[src/rtl/fetch_ctrl_pkg.sv]
// Shared types and constants for the RV32I fetch sequencer.
// Imported by fetch_ctrl and fetch_timeout_cnt.
package fetch_ctrl_pkg;

   localparam int unsigned TimeoutCyclesDefault = 16;

   typedef enum logic [2:0] {
      StIdle  = 3'd0,
      StFetch = 3'd1,
      StExec  = 3'd2,
      StHalt  = 3'd3,
      StFault = 3'd4
   } state_e;

   typedef logic [31:0] perf_cnt_t;

endpackage

[src/rtl/fetch_timeout_cnt.sv]
// Fetch wait counter: counts FETCH cycles without imem_ready and flags the last allowed cycle.
module fetch_timeout_cnt
   import fetch_ctrl_pkg::*;
#(
   parameter int unsigned Limit = TimeoutCyclesDefault
) (
   input  logic clk_i,
   input  logic rst_i,
   input  logic clr_i,
   input  logic inc_i,
   output logic expired_o
);

   localparam int unsigned W = (Limit > 1) ? $clog2(Limit) : 1;
   localparam logic [W-1:0] Last = W'(Limit - 1);

   logic [W-1:0] cnt_q, cnt_d;

   always_comb begin
      cnt_d = cnt_q;
      if (clr_i) begin
         cnt_d = '0;
      end else if (inc_i) begin
         cnt_d = cnt_q + 1'b1;
      end
   end

   always_ff @(posedge clk_i) begin
      if (rst_i) begin
         cnt_q <= '0;
      end else begin
         cnt_q <= cnt_d;
      end
   end

   assign expired_o = (cnt_q == Last);

endmodule

[src/rtl/fetch_ctrl.sv]
// Multi-cycle fetch/commit sequencer for the RV32I PC unit.
// Optional perf counters (cycle_cnt, instret_cnt) are enabled by FETCH_PERF_CNT_EN.
module fetch_ctrl
   import fetch_ctrl_pkg::*;
#(
   parameter int unsigned TIMEOUT_CYCLES = TimeoutCyclesDefault
) (
   input  logic      clk,
   input  logic      areset,
   input  logic      start,
   input  logic      imem_ready,
   input  logic      stall,
   input  logic      halt_req,
   input  logic      branch_taken,
   output logic      imem_req,
   output logic      pc_load,
   output logic      pc_src,
   output logic      instr_valid,
   output logic      busy,
   output logic      halted,
   output logic      fault
`ifdef FETCH_PERF_CNT_EN
   ,
   output perf_cnt_t cycle_cnt,
   output perf_cnt_t instret_cnt
`endif
);

   state_e state_q, state_d;
   logic   expired;
   logic   cnt_clr;
   logic   cnt_inc;

   // Counter only runs inside FETCH, so it is zero on every FETCH entry.
   assign cnt_clr = (state_q != StFetch);
   assign cnt_inc = (state_q == StFetch) && !imem_ready && !expired;

   fetch_timeout_cnt #(
      .Limit (TIMEOUT_CYCLES)
   ) u_timeout (
      .clk_i     (clk),
      .rst_i     (areset),
      .clr_i     (cnt_clr),
      .inc_i     (cnt_inc),
      .expired_o (expired)
   );

   always_comb begin
      state_d = state_q;
      case (state_q)
         StIdle:  if (start) state_d = StFetch;
         StFetch: begin
            if (imem_ready) begin
               state_d = StExec;
            end else if (expired) begin
               state_d = StFault;
            end
         end
         StExec: begin
            if (halt_req) begin
               state_d = StHalt;
            end else if (!stall) begin
               state_d = StFetch;
            end
         end
         StHalt:  state_d = StHalt;
         StFault: state_d = StFault;
         default: state_d = StIdle;
      endcase
   end

   always_ff @(posedge clk) begin
      if (areset) begin
         state_q <= StIdle;
      end else begin
         state_q <= state_d;
      end
   end

   assign imem_req    = (state_q == StFetch) && !areset;
   assign pc_load     = (state_q == StExec) && !halt_req && !stall && !areset;
   assign pc_src      = pc_load && branch_taken;
   assign instr_valid = (state_q == StExec);
   assign busy        = (state_q == StFetch) || (state_q == StExec);
   assign halted      = (state_q == StHalt);
   assign fault       = (state_q == StFault);

`ifdef FETCH_PERF_CNT_EN
   perf_cnt_t cycle_cnt_q, instret_cnt_q;

   always_ff @(posedge clk) begin
      if (areset) begin
         cycle_cnt_q   <= '0;
         instret_cnt_q <= '0;
      end else begin
         if (busy)    cycle_cnt_q   <= cycle_cnt_q + 32'd1;
         if (pc_load) instret_cnt_q <= instret_cnt_q + 32'd1;
      end
   end

   assign cycle_cnt   = cycle_cnt_q;
   assign instret_cnt = instret_cnt_q;
`endif

endmodule

[config.mk]
export PLATFORM = sky130hd
export DESIGN_NAME = fetch_ctrl
export DESIGN_NICKNAME = d
export VERILOG_FILES = /design/src/rtl/fetch_ctrl_pkg.sv /design/src/rtl/fetch_timeout_cnt.sv /design/src/rtl/fetch_ctrl.sv
export SDC_FILE = /design/constraint.sdc
export NUM_CORES = 1
export LEC_CHECK = 0
export CAP_MARGIN = 20
export CORE_AREA = 2 2 39 41
export CTS_BUF_LIST = sky130_fd_sc_hd__clkbuf_2 sky130_fd_sc_hd__clkbuf_4 sky130_fd_sc_hd__clkbuf_8
export DETAILED_ROUTE_END_ITERATION = 16
export DIE_AREA = 0 0 41 43
export PLACE_DENSITY = 0.56
export SETUP_SLACK_MARGIN = 0.4
export SYNTH_ARGS = -nofsm -noshare
export SYNTH_HDL_FRONTEND = slang
export SYNTH_SLANG_ARGS = --single-unit
[constraint.sdc]
create_clock -name clk -period 3.9 [get_ports clk]
set_clock_uncertainty 0.05 [all_clocks]
set_input_delay 0.78 -clock clk [delete_from_list [all_inputs] [get_ports clk]]
set_output_delay 0.78 -clock clk [all_outputs]
set_load 0.03 [all_outputs]
==> impl_metrics.yaml, run 1 <==
timing:
  period_share: 0.832
  worst_pin_slew_ns: 0.662
  period_needed_ns: 3.24
  rsz0062_at_grt: "false"
  slew-limit-headroom: 0.553
  finalSetupTns_ns: 0
  hold_viol_final: 0
  drv_slew: 0
  fmax_ghz: 0.308
  setup_viol: 0
routing:
  vias: 426
  antenna_left: 0
  dr_wl_met3_um: 77
  routedWlPerCell_um: 12.2
  dr_wl_met2_um: 435
  met1Wirelength_um: 441
  drc: 0
  viasPerCell: 5.46
  drt_iter0_markers: 10
  dr.max_layer_used: "met3"
  wl_um: 954
  dr.pass1.iters: 2
die:
  initial_core_util: 0.299
  core_um2: 1380
  fp-row-count: 14
  die-area_um2: 1760
  ioPinCount: 14
  fp.dieW_um: 41
  die_y_um: 43
logic_synthesis:
  yosysMostFrequentCell: "dfxtp_1"
  seq_area_frac_synth: 0.338
  synth_area_leaders: "dfxtp_1 (34%), a21oi_1 (6.0%), nor3b_1 (5.4%)"
  synth_edf_count: 0
  ys_types: 24
  netlist_area_um2: 414
  yosys-top-cells-count: "dfxtp_1 (7), a21oi_1 (5), nor2_1 (5), o21ai_0 (4), nor3b_1 (3)"
  async_flop_share: 0
  synth_seq_cells: 7
  yosysWarnings: 0
  netlist_instances: 48
  netlist.area_leader.share: 0.338
  synth_area_leader_cell: "dfxtp_1"
  synth_nets: 56
  synth_area_per_cell_um2: 8.63
  synthFlopType: "dfxtp_1"
cells_and_area:
  layout-drive-gt1-share: 0.113
  diodes: 0
  postLayoutCellArea_um2: 574
  n_fill_cell: 147
  final_nets: 71
  regArea_um2: 140
  multi_input_area_um2: 246
  syn2layout_area_growth_pct: 38.7
hold_path:
  holdCritPathClass: "flop to flop"
  min_from: "u_timeout.cnt_q[1]$_SDFFE_PN0P_"
clock_network:
  hold_buffers: 0
  cts_buffer_depth: 2
  cts-root-buf: "clkbuf_4"
  clock_latency_ns: 0.25
  h-tree-depth: 1
  numCtsBuffers: 3
  postCtsSetupBuffers: 0
  cts.sinks: 7
  tritoncts: "built"
  clk_pin_slew_ns: 0.06
  ctsResizeCount: 0
setup_path:
  cp_max_fo: 5
  regToRegStartpoint: "state_q[0]$_SDFFE_PP0P_"
  cp.required_ns: 3.07
  arrival_ns: 2.41
  critPathLaunchType: "primary input"
  critical_path_class: "primary input to primary output"
  worstSetupEndpointType: "primary output"
  crit_path_start: "areset"
placed_design:
  routabilityCongestion: 0.709
  hpwl_um: 669
  placed_area_um2: 544
  port-buffer-count: 13
global_routing:
  grt_pass1_vias: 364
  grt_pass1_wl_um: 1490
  grt.overflow.total: 0
  antenna_found_initial: 0
  grtUsageTotal: 0.118
  grt_max_degree: 12
power_and_ir_drop:
  p_leak_nw: 0.209
  irDropWorstVdd_v: 0.000190
  powerDensity_nw_per_um2: 331
flow_run:
  max_cap_viol_count: 0
status:
  status: "finished, final reports clean"
report_power, final:
| part | switching, mW | leakage, nW | internal [mW] |
|---|---|---|---|
| logic | 0.0182 | 0.134 | 0.0188 |
| registers | 0.00540 | 0.0568 | 0.0737 |
| clock network | 0.0280 | 0.0184 | 0.0461 |
| total | 0.0516 | 0.209 | 0.139 |
cell usage in the layout (no fill, tap or decap), types with 2 or more instances in the layout:
cell type,netlist,routed
nand3_1,2,2
and3_1,2,2
nor2_1,5,5
a21oi_1,5,5
inv_1,2,2
dfxtp_1,7,7
clkbuf_4,0,4
o21ai_0,4,4
nor3b_1,3,3
clkdlybuf4s50_1,0,13
sequential cells by signal, indices dropped and copies added (netlist names):
| signal | count |
|---|---|
| u_timeout.cnt_q | 4 |
| state_q | 3 |
metal layers:
layer,track usage,vias to the layer above
li1,-,214
met1,0.141,196
met2,0.188,16
met3,0.0576,0
met4,0.0200,0
met5,0,-
path summary, 6_finish.rpt:
path                                          end  slack (ns)  cells past startpoint
hold / removal    u_timeout.cnt_q[1]$_SDFFE_PN0P_        0.45                      2
setup reg to reg  u_timeout.cnt_q[3]$_SDFFE_PN0P_        2.18                      3
setup / recovery                         imem_req        0.66                      5
hold reg to reg   u_timeout.cnt_q[1]$_SDFFE_PN0P_        0.45                      2
stage by stage:
step	utilization	std cells	setup WS, ns	power, mW	hold WS (ns)
4_1_cts	0.415	78	0.646	0.194	0.452
3_5_place_dp	0.393	74	0.662	0.117	0.441
6_report	0.415	78	0.657	0.190	0.451
3_3_place_gp	0.393	74	0.664	0.117	0.435
2_1_floorplan	-	48	0.688	0.103	0.394
5_1_grt	0.415	78	0.589	0.203	0.481
layout make-up:
cell class / count / area share
multi-input cells: 36 / 0.429
flip-flops and latches: 7 / 0.244
repair buffers: 13 / 0.227
clock buffers: 4 / 0.0523
well taps: 16 / 0.0349
inverters: 2 / 0.0131
cell families after synthesis:
group,share of synthesized area
AO/OA/AOI/OAI,0.190
XOR/XNOR,0.0212
flip-flops,0.338
adder cells (fa/ha/maj),0.0302
buffers and inverters,0.0816
AND/OR/NAND/NOR,0.338
critical path, stage by stage:
cell and delay, ns:
clkdlybuf4s50_1 0.47, nor2_1 0.18, nand3_1 0.20, inv_1 0.12, clkdlybuf4s50_1 0.67
Note: power is estimated with default switching activity, not from simulation.
==> inputs of run 2 (changes only) <==
- PLACE_DENSITY: 0.56 -> 0.58
- clock period: 3.9 -> 2.6 ns (I/O delays scaled with it)
==> impl_metrics.yaml, run 2 (synthesis results as in run 1) <==
global_routing:
  grt_pass1_wl_um: 1590
  antenna_found_initial: 0
  grt_pass1_vias: 394
  grtUsageTotal: 0.134
  grt_max_degree: 12
  grt.overflow.total: 0
power_and_ir_drop:
  p_leak_nw: 0.246
  power.clock.fraction: 0.385
  swShare: 0.271
  net-switching-power_mw: 0.0766
  powerDensity_nw_per_um2: 477
  p_total_mw: 0.283
  p_comb_frac: 0.193
  sequentialPowerShare: 0.422
  irDropWorstVdd_v: 0.000381
  internal_power_mw: 0.206
die:
  die_y_um: 43
  die-area_um2: 1760
  fp.dieW_um: 41
  core_um2: 1380
  initial_core_util: 0.299
  fp-row-count: 14
  ioPinCount: 14
setup_path:
  arrival_ns: 1.55
  cp.required_ns: 2.03
  crit_path_start: "halt_req"
  regToRegStartpoint: "state_q[2]$_SDFFE_PP0P_"
  critical_path_class: "primary input to primary output"
  worstSetupEndpointType: "primary output"
  cp_max_fo: 3
  critPathLaunchType: "primary input"
timing:
  hold_viol_final: 0
  setup_viol: 0
  rsz0062_at_grt: "true"
  slew-limit-headroom: 0.582
  worst_pin_slew_ns: 0.618
  drv_slew: 0
  period_needed_ns: 2.12
  layout_setup_ws_ns: 0.478
  fmax_ghz: 0.471
  finalSetupTns_ns: 0
  period_share: 0.816
  fin_hold_ws_ns: 0.446
placed_design:
  port-buffer-count: 13
  hpwl_um: 652
  dp_cells: 74
  placed_area_um2: 559
  dpl_worst_slack_ns: 0.360
  routabilityCongestion: 0.811
status:
  status: "finished, final reports clean"
hold_path:
  min_from: "u_timeout.cnt_q[3]$_SDFFE_PN0P_"
  holdCritPathClass: "flop to flop"
cells_and_area:
  final_cell_mix: "dfxtp_1 (6), nor2_1 (5), a21oi_1 (5)"
  final_common_cell: "dfxtp_1"
  postLayoutCellArea_um2: 593
  syn2layout_area_growth_pct: 43.2
  layout-drive-gt1-share: 0.226
  top_regs: "u_timeout.cnt_q: 4 flops, state_q: 3 flops"
  diodes: 0
  layout.cells.non_filler: 78
  regMostFlops: "u_timeout.cnt_q"
  final_nets: 71
  largest_reg_flops: 4
  fin_util: 0.429
routing:
  vias: 405
  antenna_left: 0
  viasPerCell: 5.19
  dr.pass1.iters: 5
  drt_iter0_markers: 7
  wl_um: 845
  routedWlPerCell_um: 10.8
  drc: 0
clock_network:
  cts-root-buf: "clkbuf_4"
  clock_latency_ns: 0.25
  cts_buffer_depth: 2
  tritoncts: "built"
  h-tree-depth: 1
  clk_pin_slew_ns: 0.05
  numCtsBuffers: 3
  cts.sinks: 7
flow_run:
  max_cap_viol_count: 0
[run 2: path summary, 6_finish.rpt]
kind	cells past startpoint	slack, ns	to
max	4	0.48	pc_src
min	1	0.45	u_timeout.cnt_q[3]$_SDFFE_PN0P_
max reg2reg	3	0.99	u_timeout.cnt_q[3]$_SDFFE_PN0P_
min reg2reg	1	0.45	u_timeout.cnt_q[3]$_SDFFE_PN0P_
[run 2: routing by layer]
layer / vias to the layer above / part of all wire / wire length, µm / track usage
met2: 5 / 0.46 / 389 / 0.169
met3: 2 / 0.043 / 36 / 0.0785
met1: 191 / 0.48 / 408 / 0.181
li1: 207 / - / - / -
met5: - / 0 / 0 / 0
met4: 0 / 0.012 / 10 / 0.0533
[run 2: final cells by class]
type | instances | area [µm²]
Fill cell | 137 | 791
Multi-Input combinational cell | 36 | 274
Sequential cell | 7 | 141
Timing Repair Buffer | 13 | 120
Clock buffer | 4 | 30.0
Tap cell | 16 | 20.0
Inverter | 2 | 7.51
[run 2: worst max-delay path, cell delays in order]
cell and delay [ns]:
clkdlybuf4s50_1 0.47, nor4b_4 0.25, and2_4 0.17, buf_4 0.14
[run 2: power by group through the flow]
stage               Sequential [mW]  Clock (mW)  Combinational (mW)
finish                        0.119       0.109              0.0547
global route                  0.121       0.116              0.0602
CTS                           0.119       0.110              0.0550
detailed placement            0.121           0              0.0580
global placement              0.121           0              0.0578
floorplan                     0.114           0              0.0443
[run 2: timing repair]
item                       CTS  global route
setup buffers                0             0
setup endpoints to repair    6             2
gates resized for setup      7             2
pin swaps                    0             1
hold buffers                 0             0
